File: src/rtl/fetch_pkg.sv
// ----------------------------------------------------------------------------
// fetch_pkg
//   Shared definitions for the fetch/decode front end:
//     - opclass_t     : decoded instruction class carried to dispatch
//     - OPC_*         : RV32I major opcode values (inst[6:0])
//     - dec_fields_t  : decoded-instruction bundle (class, registers, immediate)
//     - sext12        : sign-extends a 12-bit immediate to 32 bits
//   No ports; imported by rv32_decoder and dispatch_decode.
// ----------------------------------------------------------------------------
package fetch_pkg;

    typedef enum logic [3:0] {
        OC_ALU     = 4'd0,
        OC_ALUI    = 4'd1,
        OC_LOAD    = 4'd2,
        OC_STORE   = 4'd3,
        OC_BRANCH  = 4'd4,
        OC_JAL     = 4'd5,
        OC_JALR    = 4'd6,
        OC_LUI     = 4'd7,
        OC_AUIPC   = 4'd8,
        OC_ILLEGAL = 4'd15
    } opclass_t;

    localparam logic [6:0] OPC_OP     = 7'b0110011;
    localparam logic [6:0] OPC_OP_IMM = 7'b0010011;
    localparam logic [6:0] OPC_LOAD   = 7'b0000011;
    localparam logic [6:0] OPC_STORE  = 7'b0100011;
    localparam logic [6:0] OPC_BRANCH = 7'b1100011;
    localparam logic [6:0] OPC_JAL    = 7'b1101111;
    localparam logic [6:0] OPC_JALR   = 7'b1100111;
    localparam logic [6:0] OPC_LUI    = 7'b0110111;
    localparam logic [6:0] OPC_AUIPC  = 7'b0010111;

    typedef struct packed {
        opclass_t    opclass;
        logic [4:0]  rd;
        logic [4:0]  rs1;
        logic [4:0]  rs2;
        logic [31:0] imm;
    } dec_fields_t;

    function automatic logic [31:0] sext12(input logic [11:0] v);
        return {{20{v[11]}}, v};
    endfunction

endpackage

File: src/rtl/rv32_decoder.sv
// ----------------------------------------------------------------------------
// rv32_decoder
//   Purely combinational RV32I field decoder. Classifies the instruction by
//   its major opcode and extracts the register fields and the sign-extended
//   immediate of the matching format. Register fields not used by the format
//   are forced to 0; R-type has imm 0. Unknown opcodes decode as OC_ILLEGAL
//   with every field 0.
//
//   Ports:
//     inst     in   32  instruction word
//     opclass  out  4   opclass_t value
//     rd       out  5   destination register (0 if unused)
//     rs1      out  5   source register 1 (0 if unused)
//     rs2      out  5   source register 2 (0 if unused)
//     imm      out  32  sign-extended immediate (0 if none)
// ----------------------------------------------------------------------------
module rv32_decoder
    import fetch_pkg::*;
(
    input  logic [31:0] inst,
    output logic [3:0]  opclass,
    output logic [4:0]  rd,
    output logic [4:0]  rs1,
    output logic [4:0]  rs2,
    output logic [31:0] imm
);

    logic [6:0]  opcode;
    logic [31:0] imm_i;
    logic [31:0] imm_s;
    logic [31:0] imm_b;
    logic [31:0] imm_u;
    logic [31:0] imm_j;
    opclass_t    oc;

    assign opcode = inst[6:0];

    assign imm_i = sext12(inst[31:20]);
    assign imm_s = sext12({inst[31:25], inst[11:7]});
    assign imm_b = {{19{inst[31]}}, inst[31], inst[7], inst[30:25], inst[11:8], 1'b0};
    assign imm_u = {inst[31:12], 12'h000};
    assign imm_j = {{11{inst[31]}}, inst[31], inst[19:12], inst[20], inst[30:21], 1'b0};

    always_comb begin
        oc  = OC_ILLEGAL;
        rd  = 5'd0;
        rs1 = 5'd0;
        rs2 = 5'd0;
        imm = 32'd0;
        case (opcode)
            OPC_OP: begin
                oc  = OC_ALU;
                rd  = inst[11:7];
                rs1 = inst[19:15];
                rs2 = inst[24:20];
            end
            OPC_OP_IMM: begin
                oc  = OC_ALUI;
                rd  = inst[11:7];
                rs1 = inst[19:15];
                imm = imm_i;
            end
            OPC_LOAD: begin
                oc  = OC_LOAD;
                rd  = inst[11:7];
                rs1 = inst[19:15];
                imm = imm_i;
            end
            OPC_JALR: begin
                oc  = OC_JALR;
                rd  = inst[11:7];
                rs1 = inst[19:15];
                imm = imm_i;
            end
            OPC_STORE: begin
                oc  = OC_STORE;
                rs1 = inst[19:15];
                rs2 = inst[24:20];
                imm = imm_s;
            end
            OPC_BRANCH: begin
                oc  = OC_BRANCH;
                rs1 = inst[19:15];
                rs2 = inst[24:20];
                imm = imm_b;
            end
            OPC_LUI: begin
                oc  = OC_LUI;
                rd  = inst[11:7];
                imm = imm_u;
            end
            OPC_AUIPC: begin
                oc  = OC_AUIPC;
                rd  = inst[11:7];
                imm = imm_u;
            end
            OPC_JAL: begin
                oc  = OC_JAL;
                rd  = inst[11:7];
                imm = imm_j;
            end
            default: begin
                oc = OC_ILLEGAL;
            end
        endcase
    end

    assign opclass = oc;

endmodule

File: src/rtl/dispatch_decode.sv
// ----------------------------------------------------------------------------
// dispatch_decode
//   Decode stage between the instruction fetch queue (IFQ) and dispatch.
//   Pops one instruction per cycle from the first-word-fall-through IFQ head,
//   decodes it into a registered output slot, resolves JAL targets locally and
//   redirects the IFQ. Execute-stage redirects are forwarded to the IFQ and
//   squash the slot. After any redirect, popping is suppressed for FLUSH_CYC
//   cycles so wrong-path entries still at the IFQ head are not consumed.
//
//   Optional build macro: DISPATCH_DECODE_STATS_EN adds wrapping statistic
//   counters as extra output ports (stat_*). Without it those ports do not
//   exist and the functional behaviour is unchanged.
//
//   Parameters:
//     PC_W       PC / redirect address width
//     INST_W     instruction width (RV32I, 32)
//     FLUSH_CYC  cycles ifq_rd_en is held low after a redirect (1..7)
//
//   Ports:
//     clk, rst                  clock, synchronous active-high reset
//     ifq_empty/pc/inst   in    IFQ head (valid when !ifq_empty)
//     ifq_rd_en           out   pops the IFQ head at this edge (combinational)
//     jmp_branch_address  out   redirect target to the IFQ
//     jmp_branch_valid    out   one-cycle redirect pulse to the IFQ
//     ex_redirect_valid   in    execute-stage redirect request
//     ex_redirect_addr    in    execute-stage redirect target
//     dec_valid/ready           output slot handshake
//     dec_pc, dec_inst    out   pass-through of the popped entry
//     dec_opclass         out   decoded class (opclass_t)
//     dec_rd/rs1/rs2      out   register fields (0 when unused)
//     dec_imm             out   sign-extended immediate
//     fsm_state           out   RUN(0)/FLUSH(1) state, for observation
//     stat_issued         out   handshakes            (stats build only)
//     stat_jal_redirects  out   JAL redirects         (stats build only)
//     stat_ex_redirects   out   execute redirects     (stats build only)
//     stat_stall_cycles   out   dec_valid && !ready   (stats build only)
// ----------------------------------------------------------------------------
module dispatch_decode
    import fetch_pkg::*;
#(
    parameter int PC_W      = 32,
    parameter int INST_W    = 32,
    parameter int FLUSH_CYC = 1
) (
    input  logic              clk,
    input  logic              rst,
    input  logic              ifq_empty,
    input  logic [PC_W-1:0]   ifq_pc,
    input  logic [INST_W-1:0] ifq_inst,
    output logic              ifq_rd_en,
    output logic [PC_W-1:0]   jmp_branch_address,
    output logic              jmp_branch_valid,
    input  logic              ex_redirect_valid,
    input  logic [PC_W-1:0]   ex_redirect_addr,
    output logic              dec_valid,
    input  logic              dec_ready,
    output logic [PC_W-1:0]   dec_pc,
    output logic [INST_W-1:0] dec_inst,
    output logic [3:0]        dec_opclass,
    output logic [4:0]        dec_rd,
    output logic [4:0]        dec_rs1,
    output logic [4:0]        dec_rs2,
    output logic [31:0]       dec_imm,
    output logic              fsm_state
`ifdef DISPATCH_DECODE_STATS_EN
    ,
    output logic [31:0]       stat_issued,
    output logic [15:0]       stat_jal_redirects,
    output logic [15:0]       stat_ex_redirects,
    output logic [31:0]       stat_stall_cycles
`endif
);

    localparam logic [0:0] ST_RUN   = 1'b0;
    localparam logic [0:0] ST_FLUSH = 1'b1;

    localparam logic [2:0] FLUSH_LOAD = 3'(FLUSH_CYC);

    logic [0:0]  state;
    logic [2:0]  flush_cnt;
    dec_fields_t fields;
    logic        jal_pop;
    logic        handshake;

    // Combinational decode of the IFQ head, so the slot can load the decoded
    // fields on the same edge that pops the entry.
    rv32_decoder u_decoder (
        .inst    (ifq_inst),
        .opclass (fields.opclass),
        .rd      (fields.rd),
        .rs1     (fields.rs1),
        .rs2     (fields.rs2),
        .imm     (fields.imm)
    );

    // Handshake: the slot transfers to dispatch on an edge where dec_valid and
    // dec_ready are both high. While dec_valid is high and dec_ready is low,
    // every dec_* output holds. A new entry may be popped on the same edge as
    // the outgoing handshake, giving one instruction per cycle.
    assign handshake = dec_valid && dec_ready;

    // An execute redirect blocks the pop so a JAL racing it is left in the IFQ.
    assign ifq_rd_en = !rst && (state == ST_RUN) && !ifq_empty &&
                       !ex_redirect_valid && (!dec_valid || dec_ready);

    assign jal_pop   = ifq_rd_en && (fields.opclass == OC_JAL);
    assign fsm_state = state;

    // Output slot. The squash from an execute redirect beats both the pop
    // (already blocked above) and the handshake clear.
    always_ff @(posedge clk) begin
        if (rst) begin
            dec_valid   <= 1'b0;
            dec_pc      <= '0;
            dec_inst    <= '0;
            dec_opclass <= OC_ILLEGAL;
            dec_rd      <= 5'd0;
            dec_rs1     <= 5'd0;
            dec_rs2     <= 5'd0;
            dec_imm     <= 32'd0;
        end else if (ex_redirect_valid) begin
            dec_valid <= 1'b0;
        end else if (ifq_rd_en) begin
            dec_valid   <= 1'b1;
            dec_pc      <= ifq_pc;
            dec_inst    <= ifq_inst;
            dec_opclass <= fields.opclass;
            dec_rd      <= fields.rd;
            dec_rs1     <= fields.rs1;
            dec_rs2     <= fields.rs2;
            dec_imm     <= fields.imm;
        end else if (handshake) begin
            dec_valid <= 1'b0;
        end
    end

    // Redirect port: registered address, single-cycle pulse the cycle after
    // the causing edge.
    always_ff @(posedge clk) begin
        if (rst) begin
            jmp_branch_valid   <= 1'b0;
            jmp_branch_address <= '0;
        end else begin
            jmp_branch_valid <= ex_redirect_valid || jal_pop;
            if (ex_redirect_valid) begin
                jmp_branch_address <= ex_redirect_addr;
            end else if (jal_pop) begin
                jmp_branch_address <= ifq_pc + PC_W'(fields.imm);
            end
        end
    end

    // RUN/FLUSH sequencing. Every redirect (re)loads the counter, so the pop
    // stays blocked for FLUSH_CYC cycles counted from the latest redirect.
    always_ff @(posedge clk) begin
        if (rst) begin
            state     <= ST_RUN;
            flush_cnt <= 3'd0;
        end else if (ex_redirect_valid || jal_pop) begin
            state     <= ST_FLUSH;
            flush_cnt <= FLUSH_LOAD;
        end else if (state == ST_FLUSH) begin
            if (flush_cnt <= 3'd1) begin
                state     <= ST_RUN;
                flush_cnt <= 3'd0;
            end else begin
                flush_cnt <= flush_cnt - 3'd1;
            end
        end
    end

`ifdef DISPATCH_DECODE_STATS_EN
    // Free-running wrapping counters.
    always_ff @(posedge clk) begin
        if (rst) begin
            stat_issued        <= 32'd0;
            stat_jal_redirects <= 16'd0;
            stat_ex_redirects  <= 16'd0;
            stat_stall_cycles  <= 32'd0;
        end else begin
            if (handshake) begin
                stat_issued <= stat_issued + 32'd1;
            end
            if (jal_pop) begin
                stat_jal_redirects <= stat_jal_redirects + 16'd1;
            end
            if (ex_redirect_valid) begin
                stat_ex_redirects <= stat_ex_redirects + 16'd1;
            end
            if (dec_valid && !dec_ready) begin
                stat_stall_cycles <= stat_stall_cycles + 32'd1;
            end
        end
    end
`endif

endmodule

File: config.mk
export PLATFORM = sky130hd
export DESIGN_NAME = dispatch_decode
export DESIGN_NICKNAME = d
export VERILOG_FILES = /design/src/rtl/fetch_pkg.sv /design/src/rtl/rv32_decoder.sv /design/src/rtl/dispatch_decode.sv
export SDC_FILE = /design/constraint.sdc
export NUM_CORES = 1
export LEC_CHECK = 0
export ABC_AREA = 0
export CAP_MARGIN = 20
export CORE_MARGIN = 4
export CORE_UTILIZATION = 42
export CTS_CLUSTER_SIZE = 12
export DETAILED_ROUTE_END_ITERATION = 8
export PLACE_DENSITY = 0.77
export SLEW_MARGIN = 5
export SYNTH_ARGS = -nofsm -noshare
export SYNTH_HDL_FRONTEND = slang
export SYNTH_SLANG_ARGS = --single-unit
File: constraint.sdc
create_clock -name clk -period 4 [get_ports clk]
set_input_delay 0.8 -clock clk [delete_from_list [all_inputs] [get_ports clk]]
set_output_delay 0.8 -clock clk [all_outputs]
set_load 0.02 [all_outputs]
==> results.yml <==
timing:
  relSlewSlack_pct: 36.1
  setup_viol: 0
  skew_ns: 0.00882
  holdWs_ns: 0.454
  hold_violations: 0
  finalCriticalPeriod_ns: 3.80
  period_share_pct: 95.0
  worstMarginPinSlew_ns: 0.959
  max_freq_mhz: 263
  slew_violations: 0
clock_network:
  hold_buffers: 0
  clkLatencyLatePin_ns: 0.44
  cts-buffers-inserted: 17
  cts_tree: "yes"
  clockRootBuffer: "clkbuf_16"
  cts.sink_count: 153
  cts.htree.levels: 4
  max-clock-path-buffers: 2
  clkTransAtPathRegs_ns: 0.06
grt:
  first_global_vias: 8400
  antenna_found_initial: 2
  track_usage_pct: 26.6
  grt_start_max_net_pins: 90
  gr-total-overflow: 0
  grt_pass1_wl_um: 43600
floorplanning:
  rows: 49
  dieArea_um2: 20600
  die_y_um: 144
  die_w_um: 144
  ios: 252
  coreArea_um2: 18000
  floorplan.initialDensity_pct: 42.9
synth:
  syn_inst: 990
  synth_flop_cell: "dfxtp_1"
  synth_seq_cells: 153
  synth.largest_area_cell: "dfxtp_1"
  synth_area_leaders: "dfxtp_1 (40%), nand2_1 (12%), a21oi_1 (9.0%), ha_1 (5.3%), a21o_1 (3.1%)"
  synthAdderAreaFrac_pct: 5.60
  yosysWarnings: 0
  synthMuxAreaShare_pct: 0.696
  synth_most_common_cell: "nand2_1"
  syn_area_per_cell_um2: 7.81
  synth_top_area_share_pct: 39.6
  synth-async-reset-ratio_pct: 0
  synth_xor_area_share_pct: 2.72
  yosys.cell_types.count: 67
  synth_compound_area_share_pct: 26.1
  synth_area_um2: 7730
  synth_top_family_by_area: "compound AO/OA/AOI/OAI gates"
  syn-num-nets: 1125
  synthTopCellsByCount: "nand2_1 (239), dfxtp_1 (153), a21oi_1 (139)"
  synth-edff-count: 0
  synth_simple_gate_area_share_pct: 21.1
  ys_seq_area_share_pct: 39.6
worst_setup_path:
  worstPathRequired_ns: 4.35
  r2r_cells: 10
  r2r_setup_slack_ns: 1.48
  arrival_ns: 4.14
  start_kind: "primary input"
  critPathKind: "in2reg"
  endpoint: "jmp_branch_address[29]$_SDFFE_PP0P_"
  crit_chain: "clkdlybuf4s50_1 -> buf_4 -> or2_4 -> nor3_4 -> buf_12 -> a21o_1 -> ha_1 -> a21oi_1 -> o21ai_0 -> a221oi_1 -> o21a_1 -> nand2_1 -> a211o_1 -> o311a_1 -> o22ai_1"
  cpPeakStageDelay_ns: 0.44
  path_max_fanout: 9
  r2r-start: "fsm_state$_SDFF_PP0_"
  crit_path_end_kind: "flop"
  timing.rr.end: "jmp_branch_address[18]$_SDFFE_PP0P_"
  startpoint: "ifq_inst[3]"
  cpMaxStageDelayCell: "clkdlybuf4s50_1"
detailed_routing:
  drtIter0Drc: 482
  routedWlPerCell_um: 18.0
  dr.pass1.iters: 5
  vias: 8559
  ant_nets: 0
  vias_per_cell: 5.40
  drc: 0
  wirelength_um: 28500
finish:
  area_growth_syn_to_layout_pct: 56.0
  final_util_pct: 66.9
  final_area_um2: 12100
  nets: 1477
  drive_gt1_share_pct: 15.9
  fillers: 1521
min_path:
  hold_path.startpoint: "dec_pc[24]$_SDFFE_PP0P_"
  hold_class: "reg2reg"
flow_run:
  maxCapViolCount: 0
power:
  p_leak_nw: 4.90
  power_density_nw_per_um2: 325
  max-vdd-ir-drop_mv: 0.286
  power.total_mw: 3.92
status:
  status: "finished, final reports clean"
place:
  placed_cell_area_um2: 11300
  hpwlAfterDp_um: 21900
  gp_congestion: 0.905
  port_buffers: 251
layout by cell type, fill, tap and decap left out, drive strengths merged, types with 3 or more instances in the layout:
master and count:
a221oi 3, o21a 6, ha 33, clkinv 8, a211oi 6, nor2b 15, o21bai 3, or3 3
nor3 11, o21ai 55, a31oi 10, nand4 3, dfxtp 153, nand2 240, buf 145, o22ai 6
and2 4, inv 20, nand2b 10, dlymetal6s2s 3, nor2 59, nor4 5, a22oi 27, mux2 3
clkdlybuf4s50 247, xnor2 10, clkbuf 18, a22o 12, a21oi 143, nand3 11, xor2 14, and3 6
a21o 32
worst min path at each step:
stage	to	slack [ns]	cells past startpoint
final	dec_pc[24]$_SDFFE_PP0P_	0.45	2
after global routing	dec_inst[12]$_SDFFE_PP0P_	0.47	2
after CTS	dec_inst[12]$_SDFFE_PP0P_	0.46	2
after detailed placement	dec_inst[28]$_SDFFE_PP0P_	0.45	2
after global placement	jmp_branch_address[8]$_SDFFE_PP0P_	0.44	2
after floorplan	flush_cnt[2]$_SDFFE_PP0P_	0.50	2
metrics by stage:
step / instances / setup TNS, ns / worst slack (ns)
floorplan: 990 / 0 / 0.204
global placement: 1548 / -6.10 / -0.391
detailed placement: 1548 / -6.42 / -0.381
CTS: 1580 / 0 / 0.0190
global route: 1585 / -0.0130 / -0.00998
finish: 1585 / 0 / 0.201
where the power goes:
part	switching [mW]	leakage, nW	internal [mW]	total (mW)
clock	0.733	0.294	0.903	1.64
sequential	0.0251	1.24	1.57	1.59
combinational	0.356	3.36	0.335	0.691
total	1.11	4.90	2.81	3.92
layer usage:
layer	up-vias	wire length (um)	GRT usage [%]
li1	4157	-	-
met5	-	8	0
met4	2	496	7.53
met3	44	2180	7.09
met2	288	14400	46.7
met1	4068	11400	32.2
registers in the layout (all words and copies together) (netlist names):
signal and count:
dec_rd 5, jmp_branch_address 32, dec_rs1 5, dec_rs2 5, jmp_branch_valid 1, dec_valid 1, dec_inst 32, dec_pc 32
dec_imm 32, fsm_state 1, flush_cnt 3, dec_opclass 4
cell type report:
| cell class | instances | area [um2] | area share, % |
|---|---|---|---|
| Timing Repair Buffer | 395 | 3610 | 30.0 |
| Inverter | 15 | 57.6 | 0.478 |
| Multi-Input combinational cell | 760 | 4430 | 36.8 |
| Clock inverter | 14 | 159 | 1.32 |
| Antenna cell | 1 | 2.50 | 0.0208 |
| Tap cell | 229 | 287 | 2.38 |
| Sequential cell | 153 | 3060 | 25.4 |
| Clock buffer | 18 | 439 | 3.64 |
kinds of logic after synthesis:
| kind of cell | count (synthesis) |
|---|---|
| XOR/XNOR | 24 |
| AND/OR/NAND/NOR | 374 |
| flip-flops | 153 |
| AO/OA/AOI/OAI | 323 |
| buffers and inverters | 77 |
| adder cells (fa/ha/maj) | 34 |
| multiplexers | 5 |
critical path: cells and delay by family:
family                   cells  cell delay (ns)
AND/OR/NAND/NOR              3             0.69
AO/OA/AOI/OAI                8             1.62
buffers and inverters        3             0.79
adder cells (fa/ha/maj)      1             0.25
timing repair:
action / in CTS / in global routing
setup endpoints to repair: 0 / 20
setup buffers: 0 / 4
gates resized for setup: 0 / 19
No activity file was read; power rests on OpenSTA's default activity.
